===== config.mk =====
export PLATFORM = sky130hd
export DESIGN_NAME = mem_access_unit_flat
export DESIGN_NICKNAME = d
export VERILOG_FILES = /design/src/rtl/mau_pkg.sv /design/src/rtl/mem_access_unit_if.sv /design/src/rtl/mau_lane_align.sv /design/src/rtl/mem_access_unit.sv /design/src/flat_wrapper.sv
export SDC_FILE = /design/constraint.sdc
export NUM_CORES = 1
export LEC_CHECK = 0
export CAP_MARGIN = 0
export CORE_MARGIN = 10
export CORE_UTILIZATION = 42
export CTS_BUF_LIST = sky130_fd_sc_hd__clkbuf_16
export CTS_CLUSTER_SIZE = 25
export DETAILED_ROUTE_END_ITERATION = 8
export PLACE_DENSITY = 0.78
export SYNTH_ARGS = -nofsm -noshare
export SYNTH_HDL_FRONTEND = slang
export SYNTH_SLANG_ARGS = --single-unit

===== constraint.sdc =====
create_clock -name CLK -period 4.4 [get_ports CLK]
set_clock_uncertainty 0.05 [all_clocks]
set_input_delay 0.44 -clock CLK [delete_from_list [all_inputs] [get_ports CLK]]
set_output_delay 0.44 -clock CLK [all_outputs]
set_load 0.02 [all_outputs]

===== src/rtl/mau_pkg.sv =====
// Shared encodings for the data-memory load/store unit.
// Build option MAU_ERR_COUNT_EN is consumed by mem_access_unit.
package mau_pkg;

  localparam logic [1:0] SZ_BYTE = 2'b00;
  localparam logic [1:0] SZ_HALF = 2'b01;
  localparam logic [1:0] SZ_WORD = 2'b10;

  localparam int NUM_LANES = 4;
  localparam int LANE_W    = 8;

  // Bit i of a lane mask selects data[8*i +: 8]; big-endian, so offset 0 is lane 3.
  localparam logic [NUM_LANES-1:0] LANE_BYTE0   = 4'b1000;
  localparam logic [NUM_LANES-1:0] LANE_HALF_HI = 4'b1100;
  localparam logic [NUM_LANES-1:0] LANE_HALF_LO = 4'b0011;
  localparam logic [NUM_LANES-1:0] LANE_WORD    = 4'b1111;

  typedef enum logic [2:0] {IDLE, RD, WR, ERR, RSP} mau_state_e;

  typedef struct packed {
    logic        write;
    logic [1:0]  size;
    logic        sgn;
    logic [1:0]  off;
    logic [31:0] wdata;
  } mau_req_t;

  function automatic logic [NUM_LANES-1:0] lane_sel(input logic [1:0] size,
                                                    input logic [1:0] off);
    case (size)
      SZ_BYTE: lane_sel = LANE_BYTE0 >> off;
      SZ_HALF: lane_sel = off[1] ? LANE_HALF_LO : LANE_HALF_HI;
      SZ_WORD: lane_sel = LANE_WORD;
      default: lane_sel = '0;
    endcase
  endfunction

  function automatic logic align_err(input logic [1:0] size, input logic [1:0] off);
    case (size)
      SZ_BYTE: align_err = 1'b0;
      SZ_HALF: align_err = off[0];
      SZ_WORD: align_err = |off;
      default: align_err = 1'b1;
    endcase
  endfunction

endpackage


===== src/rtl/mem_access_unit_if.sv =====
// CPU request/response handshake plus the active-low data-RAM bus.
// master = the load/store unit, slave = its environment (CPU datapath + RAM).
interface mem_access_unit_if #(parameter int ADDR_W = 32);
  logic              req_valid;
  logic              req_ready;
  logic              req_write;
  logic [1:0]        req_size;
  logic              req_signed;
  logic [ADDR_W-1:0] req_addr;
  logic [31:0]       req_wdata;
  logic              rsp_valid;
  logic [31:0]       rsp_rdata;
  logic              rsp_err;
  logic [ADDR_W-1:0] MemAddr;
  logic [31:0]       MemWriteData;
  logic              mem_nRD;
  logic              mem_nWR;
  logic [31:0]       MemDataIn;

  modport master (
    input  req_valid, req_write, req_size, req_signed, req_addr, req_wdata, MemDataIn,
    output req_ready, rsp_valid, rsp_rdata, rsp_err, MemAddr, MemWriteData, mem_nRD, mem_nWR
  );

  modport slave (
    output req_valid, req_write, req_size, req_signed, req_addr, req_wdata, MemDataIn,
    input  req_ready, rsp_valid, rsp_rdata, rsp_err, MemAddr, MemWriteData, mem_nRD, mem_nWR
  );
endinterface


===== src/rtl/mau_lane_align.sv =====
// Combinational big-endian lane logic: load extraction/extension and
// sub-word store merge into the word read back from RAM.
module mau_lane_align
  import mau_pkg::*;
(
  input  logic [1:0]  off_i,
  input  logic [1:0]  size_i,
  input  logic        sgn_i,
  input  logic [31:0] rword_i,
  input  logic [31:0] wdata_i,
  output logic [31:0] load_o,
  output logic [31:0] merge_o
);

  logic [NUM_LANES-1:0]             sel;
  logic [NUM_LANES-1:0][LANE_W-1:0] rlane;
  logic [NUM_LANES-1:0][LANE_W-1:0] wrep;
  logic [NUM_LANES-1:0][LANE_W-1:0] mlane;
  logic [7:0]                       byte_v;
  logic [15:0]                      half_v;

  assign sel   = lane_sel(size_i, off_i);
  assign rlane = rword_i;

  // Replicate store data so every candidate lane already holds the right bytes.
  always_comb begin
    wrep = wdata_i;
    case (size_i)
      SZ_BYTE: wrep = {NUM_LANES{wdata_i[7:0]}};
      SZ_HALF: wrep = {2{wdata_i[15:0]}};
      default: wrep = wdata_i;
    endcase
  end

  generate
    for (genvar i = 0; i < NUM_LANES; i++) begin : g_lane
      assign mlane[i] = sel[i] ? wrep[i] : rlane[i];
    end
  endgenerate

  assign merge_o = mlane;

  assign byte_v = rlane[~off_i];
  assign half_v = off_i[1] ? rword_i[15:0] : rword_i[31:16];

  always_comb begin
    load_o = '0;
    case (size_i)
      SZ_BYTE: load_o = {{24{sgn_i & byte_v[7]}}, byte_v};
      SZ_HALF: load_o = {{16{sgn_i & half_v[15]}}, half_v};
      SZ_WORD: load_o = rword_i;
      default: load_o = '0;
    endcase
  end

endmodule


===== src/rtl/mem_access_unit.sv =====
// Load/store initiator for the active-low, big-endian data RAM bus.
// Define MAU_ERR_COUNT_EN to add the saturating err_count[15:0] output.
module mem_access_unit
  import mau_pkg::*;
#(
  parameter int MEM_BYTES = 64,
  parameter int ADDR_W    = 32
) (
  input  logic               CLK,
  input  logic               Reset,
  mem_access_unit_if.master  bus
`ifdef MAU_ERR_COUNT_EN
  ,
  output logic [15:0]        err_count
`endif
);

  mau_state_e        state_q, state_d;
  mau_req_t          req_q, req_d;
  logic [ADDR_W-1:0] addr_q, addr_d;
  logic [31:0]       wdat_q, wdat_d;
  logic [31:0]       rdat_q, rdat_d;
  logic              nrd_q, nrd_d;
  logic              nwr_q, nwr_d;
  logic              vld_q, vld_d;
  logic              err_q, err_d;

  logic [ADDR_W-1:0] base;
  logic [ADDR_W:0]   last_byte;
  logic              acc_err;
  logic [31:0]       load_w;
  logic [31:0]       merge_w;

  assign base      = {bus.req_addr[ADDR_W-1:2], 2'b00};
  assign last_byte = {1'b0, base} + (ADDR_W+1)'(3);
  assign acc_err   = align_err(bus.req_size, bus.req_addr[1:0]) ||
                     (last_byte >= (ADDR_W+1)'(MEM_BYTES));

  // Fed straight from MemDataIn so the read word is consumed at the end of RD.
  mau_lane_align u_align (
    .off_i   (req_q.off),
    .size_i  (req_q.size),
    .sgn_i   (req_q.sgn),
    .rword_i (bus.MemDataIn),
    .wdata_i (req_q.wdata),
    .load_o  (load_w),
    .merge_o (merge_w)
  );

  always_comb begin
    state_d = state_q;
    req_d   = req_q;
    addr_d  = addr_q;
    wdat_d  = wdat_q;
    nrd_d   = 1'b1;
    nwr_d   = 1'b1;
    vld_d   = 1'b0;
    rdat_d  = '0;
    err_d   = 1'b0;
    case (state_q)
      IDLE: if (bus.req_valid) begin
        req_d = '{write: bus.req_write, size: bus.req_size, sgn: bus.req_signed,
                  off: bus.req_addr[1:0], wdata: bus.req_wdata};
        if (acc_err) begin
          state_d = ERR;
        end else begin
          addr_d = base;
          if (bus.req_write && bus.req_size == SZ_WORD) begin
            state_d = WR;
            nwr_d   = 1'b0;
            wdat_d  = bus.req_wdata;
          end else begin
            state_d = RD;
            nrd_d   = 1'b0;
          end
        end
      end
      RD: if (req_q.write) begin
        state_d = WR;
        nwr_d   = 1'b0;
        wdat_d  = merge_w;
      end else begin
        state_d = RSP;
        vld_d   = 1'b1;
        rdat_d  = load_w;
      end
      WR: begin
        state_d = RSP;
        vld_d   = 1'b1;
      end
      ERR: begin
        state_d = RSP;
        vld_d   = 1'b1;
        err_d   = 1'b1;
      end
      RSP:     state_d = IDLE;
      default: state_d = IDLE;
    endcase
  end

  always_ff @(posedge CLK or posedge Reset) begin
    if (Reset) begin
      state_q <= IDLE;
      req_q   <= '0;
      addr_q  <= '0;
      wdat_q  <= '0;
      rdat_q  <= '0;
      nrd_q   <= 1'b1;
      nwr_q   <= 1'b1;
      vld_q   <= 1'b0;
      err_q   <= 1'b0;
    end else begin
      state_q <= state_d;
      req_q   <= req_d;
      addr_q  <= addr_d;
      wdat_q  <= wdat_d;
      rdat_q  <= rdat_d;
      nrd_q   <= nrd_d;
      nwr_q   <= nwr_d;
      vld_q   <= vld_d;
      err_q   <= err_d;
    end
  end

  assign bus.req_ready    = (state_q == IDLE);
  assign bus.rsp_valid    = vld_q;
  assign bus.rsp_rdata    = rdat_q;
  assign bus.rsp_err      = err_q;
  assign bus.MemAddr      = addr_q;
  assign bus.MemWriteData = wdat_q;
  assign bus.mem_nRD      = nrd_q;
  assign bus.mem_nWR      = nwr_q;

`ifdef MAU_ERR_COUNT_EN
  logic [15:0] err_cnt_q;

  always_ff @(posedge CLK or posedge Reset) begin
    if (Reset)                               err_cnt_q <= '0;
    else if (err_d && err_cnt_q != 16'hFFFF) err_cnt_q <= err_cnt_q + 16'd1;
  end

  assign err_count = err_cnt_q;
`endif

endmodule


===== src/flat_wrapper.sv =====
// flat-port wrapper written by rule: the top's interface ports become plain ports
module mem_access_unit_flat import mau_pkg::*;
#(
  parameter int MEM_BYTES = 64,
  parameter int ADDR_W    = 32
)
  (CLK, Reset, bus_req_valid, bus_req_write, bus_req_size, bus_req_signed, bus_req_addr, bus_req_wdata, bus_MemDataIn, bus_req_ready, bus_rsp_valid, bus_rsp_rdata, bus_rsp_err, bus_MemAddr, bus_MemWriteData, bus_mem_nRD, bus_mem_nWR);
  mem_access_unit_if #(.ADDR_W(ADDR_W)) bus_i ();
  input  logic CLK;
  input  logic Reset;
  input wire logic [$bits(bus_i.req_valid)-1:0] bus_req_valid;
  input wire logic [$bits(bus_i.req_write)-1:0] bus_req_write;
  input wire logic [$bits(bus_i.req_size)-1:0] bus_req_size;
  input wire logic [$bits(bus_i.req_signed)-1:0] bus_req_signed;
  input wire logic [$bits(bus_i.req_addr)-1:0] bus_req_addr;
  input wire logic [$bits(bus_i.req_wdata)-1:0] bus_req_wdata;
  input wire logic [$bits(bus_i.MemDataIn)-1:0] bus_MemDataIn;
  output wire logic [$bits(bus_i.req_ready)-1:0] bus_req_ready;
  output wire logic [$bits(bus_i.rsp_valid)-1:0] bus_rsp_valid;
  output wire logic [$bits(bus_i.rsp_rdata)-1:0] bus_rsp_rdata;
  output wire logic [$bits(bus_i.rsp_err)-1:0] bus_rsp_err;
  output wire logic [$bits(bus_i.MemAddr)-1:0] bus_MemAddr;
  output wire logic [$bits(bus_i.MemWriteData)-1:0] bus_MemWriteData;
  output wire logic [$bits(bus_i.mem_nRD)-1:0] bus_mem_nRD;
  output wire logic [$bits(bus_i.mem_nWR)-1:0] bus_mem_nWR;
  assign bus_i.req_valid = bus_req_valid;
  assign bus_i.req_write = bus_req_write;
  assign bus_i.req_size = bus_req_size;
  assign bus_i.req_signed = bus_req_signed;
  assign bus_i.req_addr = bus_req_addr;
  assign bus_i.req_wdata = bus_req_wdata;
  assign bus_i.MemDataIn = bus_MemDataIn;
  assign bus_req_ready = bus_i.req_ready;
  assign bus_rsp_valid = bus_i.rsp_valid;
  assign bus_rsp_rdata = bus_i.rsp_rdata;
  assign bus_rsp_err = bus_i.rsp_err;
  assign bus_MemAddr = bus_i.MemAddr;
  assign bus_MemWriteData = bus_i.MemWriteData;
  assign bus_mem_nRD = bus_i.mem_nRD;
  assign bus_mem_nWR = bus_i.mem_nWR;
  mem_access_unit #(.MEM_BYTES(MEM_BYTES), .ADDR_W(ADDR_W)) u_core (.CLK(CLK), .Reset(Reset), .bus(bus_i));
endmodule

[Yosys cells after proc, flatten, opt, wreduce, memory -nomap -nowiden]
Index checks and enable logic that the tools add are counted.
Storage, ports and cells
  bits in registers: 139
  logic and storage cells: 78
Cells by class
  $add $sub $neg: 1
  $lt $le $gt $ge: 2
  equality and inequality tests: 11
  shift operators: 1
  muxes and demuxes: 35
  bitwise logic cells: 4
  reduce and logical (&&, ||, !) cells: 11
Operators by type and width (number)
  two-way mux 32 bit: 6
  one-hot mux 32 bit (2 select lines): 2
  one-hot mux 32 bit (3 select lines): 1
  two-way mux 8 bit: 5
  adder 32 x 2 -> 33 bit (second input constant): 1
  greater-or-equal comparator 33 x 7 -> 1 bit (second input constant): 1
  binary-select mux 8 bit (select 2 bit): 1
  two-way mux 16 bit: 1
  one-hot mux 4 bit (3 select lines): 1
  two-way mux 1 bit: 9
  two-way mux 3 bit: 3
  one-hot mux 3 bit (3 select lines): 1
  equality test 3 x 2 -> 1 bit (second input constant): 2
  AND reduction 5 bit: 1
  equality test 2 x 1 -> 1 bit (second input constant): 2
  equality test 2 bit (second input constant): 2
  zero test 2 bit: 2
  two-way mux 4 bit: 1
  != test 2 x 1 -> 1 bit (second input constant): 2
  != test 2 bit (second input constant): 2
  one-hot mux 1 bit (2 select lines): 2
  OR reduction 2 bit: 2
  >> shifter 4 x 2 -> 4 bit (first input constant): 1
  equality test 3 x 1 -> 1 bit (second input constant): 1
  12 further kinds: 13

[Longest topological paths before layout]
  depth after elaboration: 7
  gate-level depth with buffers: 8

[Hierarchy]
A second synthesis with hierarchy kept.
Unflattened totals
  cell total of the unflattened synthesis: 533
  area total of the unflattened synthesis: 6842.8 µm²
Modules (own cells, without submodules)
  mem_access_unit: instances 1, cells each 358, area an instance 5467.7 µm², sequential area each 3480.8 µm²
  mau_lane_align: instances 1, cells each 175, area an instance 1375.1 µm², sequential area each 0.0 µm²

[Least setup slack after synthesis]
OpenSTA, ideal clock, no wires.
  path type: register -> register
  start: reg u_core.state_q[2]
  end: reg u_core.req_q[0] (netlist name)
  library setup time: 0.125 ns
  arrival time: 2.009 ns
  data required time: 4.225 ns
  path slack: 2.216 ns
  stages on the path, launching flop included: 6
  path buffers: 2
  period minus slack after synthesis: 2.184 ns
  cell sequence: dfrtp_1 nor3_1 and2_2 buf_2 buf_1 mux2_2
On the way
  cells in the longest elaborated chain, start to end: 2
Ends and longest elaborated chain
  start, declared: RTL line mem_access_unit.sv:18  | mau_state_e state_q, state_d;
  start signal, assigned: RTL line mem_access_unit.sv:113  | state_q <= state_d;
  zero test 3 bit
  via bus_req_ready: RTL line flat_wrapper.sv:18  | output wire logic [$bits(bus_i.req_ready)-1:0] bus_req_ready;
  AND reduction 2 bit (no line)
  end signal, assigned: RTL line mem_access_unit.sv:114  | req_q <= req_d;
  end, declared: RTL line mem_access_unit.sv:19  | mau_req_t req_q, req_d;
The timed path passes the listed nets, and every way through them passes these cells.
A chain may end at the register's enable or synchronous reset.

[Worst setup path after layout]
  start: reg u_core.req_q[35] (netlist name)
  end: reg u_core.wdat_q[3] (netlist: u_core.bus.MemWriteData[3])
On the way
  cells in the longest elaborated chain, start to end: 5
  elaborated cells between the ends (all ways): 7
  classes of those cells: 2 x eq/ne; 4 x mux; 1 x reduce/logical
Ends and longest elaborated chain
  equality test 2 bit, or another cell as far along: RTL line mau_pkg.sv:30  | case (size)
  one-hot mux 4 bit (3 select lines) *: RTL line mau_pkg.sv:30
  two-way mux 8 bit *: RTL line mau_lane_align.sv:37  | assign mlane[i] = sel[i] ? wrep[i] : rlane[i];
  two-way mux 32 bit *: RTL line mem_access_unit.sv:78  | RD: if (req_q.write) begin
  one-hot mux 32 bit (2 select lines) *: RTL line mem_access_unit.sv:60  | case (state_q)
  end signal, assigned: RTL line mem_access_unit.sv:116  | wdat_q <= wdat_d;
  end, declared: RTL line mem_access_unit.sv:21  | logic [31:0] wdat_q, wdat_d;
Every way passes the cells marked *; elsewhere a longest branch is shown, timed or not. The select of a mux whose other input is x is not followed.

==> results.md <==
Outcome:
- The run finished with clean final reports.

Timing:
- The final count of hold timing violations came to 0.
- Static timing analysis puts the maximum clock frequency at 0.359 GHz.
- The minimum clock period is 2.79 ns.
- The count of final max-slew check failures is 0.
- Setup violations remaining at the end of the flow were counted as 0.
- The setup TNS after final layout is 0 ns.
- The headroom to the max-slew limit is 21.2%.
- The final critical path takes up around 63% of the cycle.
- Setup repair after global routing left no endpoint under its margin.
- The transition time at the pin with the least slew margin is 1.18 ns.

Die:
- The region available for standard cell placement spans 0.0151 sq mm.
- The die covers 0.0208 sq mm.
- In this run the vertical extent of the chip is 144 um.
- The row count is 45.
- For this configuration, the core starts out at a cell density of between 40% and 50%.
- The horizontal die dimension is 144 um.
- In this run the count of I/O pins placed on the die edge is 204.

Critical path:
- In this run the worst setup path begins at u_core.req_q[35].
- The startpoint identified for the worst register-to-register timing path is u_core.req_q[35].
- The category of the most critical setup path is reg2reg.
- The setup check on the worst reg-to-reg path leaves a slack of roughly 1.6 ns.
- The largest fanout on the critical path is 17.
- The sort of element at the start of the critical path is a flop.
- STA classifies the critical path endpoint as a flop.
- The arrival time of data at the critical path endpoint is 3.04 ns.
- The reg-to-reg critical path endpoint is u_core.bus.MemWriteData[3].
- The cell depth of the worst flop-to-flop path is 6.
- The required time of the critical path is 4.65 ns.

Yosys:
- The total standard cell area after synthesis is 0.00649 sq mm.
- Of all cell types, the one taking the most synthesized area is dfrtp_1.
- After Yosys synthesis, XOR and XNOR cells account for 0% of the synthesized area.
- The sequential fraction of the synthesis area is 53.7%.
- Of the total synthesized cell area, the portion taken by AND, OR, NAND and NOR gates is 11.9%.
- The main combinational cell family by area after synthesis is multiplexers.
- The number of distinct library cell variants in the gate-level netlist after synthesis is 42.
- Synthesis produced 556 cells.
- The Yosys step of the flow raised 0 warnings.
- The share of synthesized area in the top cell type comes to a little over half.
- The adder-cell share of the synthesized area is 0%.
- The portion of synthesized area spent on multiplexers is 21.9%.
- The mean instance size in the synthesized netlist is 11.7 sq um.
- The fraction of the mapped netlist area in compound gates is 9.47%.
- The register bit count reported by yosys is 139.
- After synthesis, the cell types taking the most area are dfrtp_1 53%, mux2_2 10%, mux2i_1 5.1%, mux2_4 4.9%, nand2_1 3.9%.

Place:
- The placer's final routability congestion estimate is 0.826.
- Summing all placed instances gives a cell area of between 0.008 and 0.009 sq mm.
- The number of placed instances, taps included, is 917.
- The half-perimeter wire length after detailed placement is 15.6 mm.
- Input and output buffers added on the ports amount to 201.

Routing:
- The final routed DRC violation total is 0.
- For this block, the routed nets add up to between 20 and 25 mm of wire.
- Dividing the detail-routed wire length by the instance count gives about 22 um.
- After detailed routing, no signal wire sits above met4.
- After detailed routing, the number of vias per cell comes to roughly 5.4.
- The overall via count from detail_route is between 5,000 and 6,000.
- The total iterations of the first detailed-routing run is 5.
- The remaining number of nets flagged by the antenna check after routing is 0.
- For this block, the initial DRC count from the detailed router was 464.
- After detailed routing, the met3 layer carries 1.88 mm of wire.
- In the detailed route, the total length drawn on met2 is 9.60 mm.
- In the final routing, the length of wire on met1 measures about 8.5 mm.

Finish:
- The final net count is 851.
- After routing the design area is roughly 0.0092 sq mm.
- The count of cells in the finished layout, fillers not included, comes to around 950.
- The ratio of cells with drive above 1 in the final layout is 16.4%.
- The number of antenna repair diodes is 0.
- The post-synthesis to final-layout area growth is 41.3%.

Clock tree:
- The clock-pin slew on the worst setup and hold paths is 0.05 ns.
- The post-CTS resize count is 0.
- The TritonCTS sink count is 139.
- The post-cts hold buffer count is 0.
- The buffers inserted during post-CTS setup optimization is 0.
- CTS placed an instance of clkbuf_16 at the clock tree root.
- The number of buffers created by CTS is 17.
- The later-pin clock latency in the skew report is 0.42 ns.
- TritonCTS built the clock tree.
- The H-tree depth is 4.
- The maximum buffer depth of the clock tree is 2.

Global routing:
- The first global-routing pass estimated a little over 30 mm of wire.
- The maximum number of pins on one net before global-route repair is 78.
- The global route total overflow is 0.
- The number of global-route vias before repair is 5,356.
- Global routing used roughly 20% of the available tracks across all layers.
- The initial antenna violation count is 0.

Hold path:
- The endpoint with the worst hold slack is u_core.bus.MemAddr[20].
- The hold path startpoint is u_core.bus.MemAddr[20].
- Along the worst hold path, the cell count comes to 1.
- The worst hold path belongs to the class reg2reg.

Pwr:
- The power density of the placed cells is 648 mW/mm^2.
- The total leakage power is roughly 0.004 uW.
- The peak supply drop is 0.462 mV.

Run:
- The tool flagged a number of max-cap violations equal to 0.
==> final cells by class <==
type                       count  area, sq um
sequential                   139         3480
clock inverter                14          114
clock buffer                  17          425
multi-input combinational    377         2810
timing repair buffer         210         2080
tap                          188          235
inverter                       3         16.3
fill                        1249         5980
==> critical path, cell delays in order (launching register included) <==
cell     delay, ns
dfrtp_1       0.80
nor3_2        0.23
nor3_2        0.66
buf_4         0.32
mux2i_1       0.22
o21ai_0       0.10
mux2_1        0.28
==> placed cells by master (no fill, tap or decap), types with 4 or more instances in the layout <==
cell type / instances
dfrtp_1: 137
o311ai_0: 8
nor2_1: 24
nand2_1: 67
o21ai_0: 24
a21oi_1: 44
clkinv_1: 6
a222oi_1: 7
clkbuf_16: 17
a22oi_1: 8
clkdlybuf4s50_1: 201
buf_4: 9
mux2_4: 21
mux2_2: 59
mux2i_1: 33
nand3_1: 13
inv_1: 4
and2_1: 27
mux2_1: 8
==> Yosys cell counts <==
master    instances
dfrtp_1         137
nand2_1          67
mux2_2           59
a21oi_1          44
mux2i_1          33
and2_1           27
nor2_1           24
o21ai_0          24
clkbuf_1         21
mux2_4           21
nand3_1          13
buf_2            10
a22oi_1           8
mux2_1            8
o311ai_0          8
a222oi_1          7
buf_6             3
inv_1             3
nand3b_1          3
nor3_1            3
nor4_1            3
nor4_2            3
o21ai_1           3
and2_2            2
buf_1             2
buf_4             2
dfstp_2           2
nor3_2            2
a21boi_0          1
a22o_1            1
a32oi_4           1
and3_1            1
and3b_1           1
conb_1            1
mux4_2            1
nand2b_1          1
nor2b_1           1
nor3b_1           1
nor4_4            1
o21a_1            1
o21bai_1          1
or3b_1            1
==> where the power goes <==
part	switching [uW]	internal [uW]	leakage, uW	total, uW
clock	522	810	0.000274	1330
combinational	1340	1280	0.00196	2620
sequential	326	1660	0.00179	1990
total	2190	3750	0.00402	5940
==> through the flow <==
stage	utilization, %	worst slack [ns]	hold slack (ns)	power, uW
after floorplan	-	0.189	0.414	3670
after global placement	57.0	1.60	0.421	4550
after detailed placement	57.0	1.49	0.420	4610
after CTS	60.5	1.65	0.438	5960
after global routing	60.5	1.44	0.460	6250
final	60.5	1.61	0.436	5940
==> state kept, by name (all words and copies together), names as in the netlist <==
signal                   flops
u_core.bus.rsp_err           1
u_core.bus.mem_nRD           1
u_core.bus.MemAddr          30
u_core.bus.mem_nWR           1
u_core.bus.rsp_valid         1
u_core.bus.MemWriteData     32
u_core.bus.rsp_rdata        32
u_core.req_q                38
u_core.state_q               3
==> cells by family after synthesis <==
logic type,Yosys count
AO/OA/AOI/OAI,99
buffers and inverters,41
flip-flops,139
multiplexers,122
other,1
AND/OR/NAND/NOR,154
==> metal layers <==
layer	vias to the layer above	global-route usage (%)
met1	2514	24.2
met4	0	7.07
met5	-	0
met2	204	30.8
met3	30	6.72
li1	2350	-
==> worst max path at each step <==
stage / end / slack [ns]
global route: u_core.bus.MemWriteData[3] / 1.44
finish: u_core.bus.MemWriteData[3] / 1.61
detailed placement: u_core.bus.MemAddr[3] / 1.49
CTS: u_core.bus.MemWriteData[3] / 1.65
global placement: u_core.bus.MemAddr[5] / 1.60
floorplan: u_core.bus.MemAddr[10] / 0.19
No activity file was read; power rests on OpenSTA's default activity.
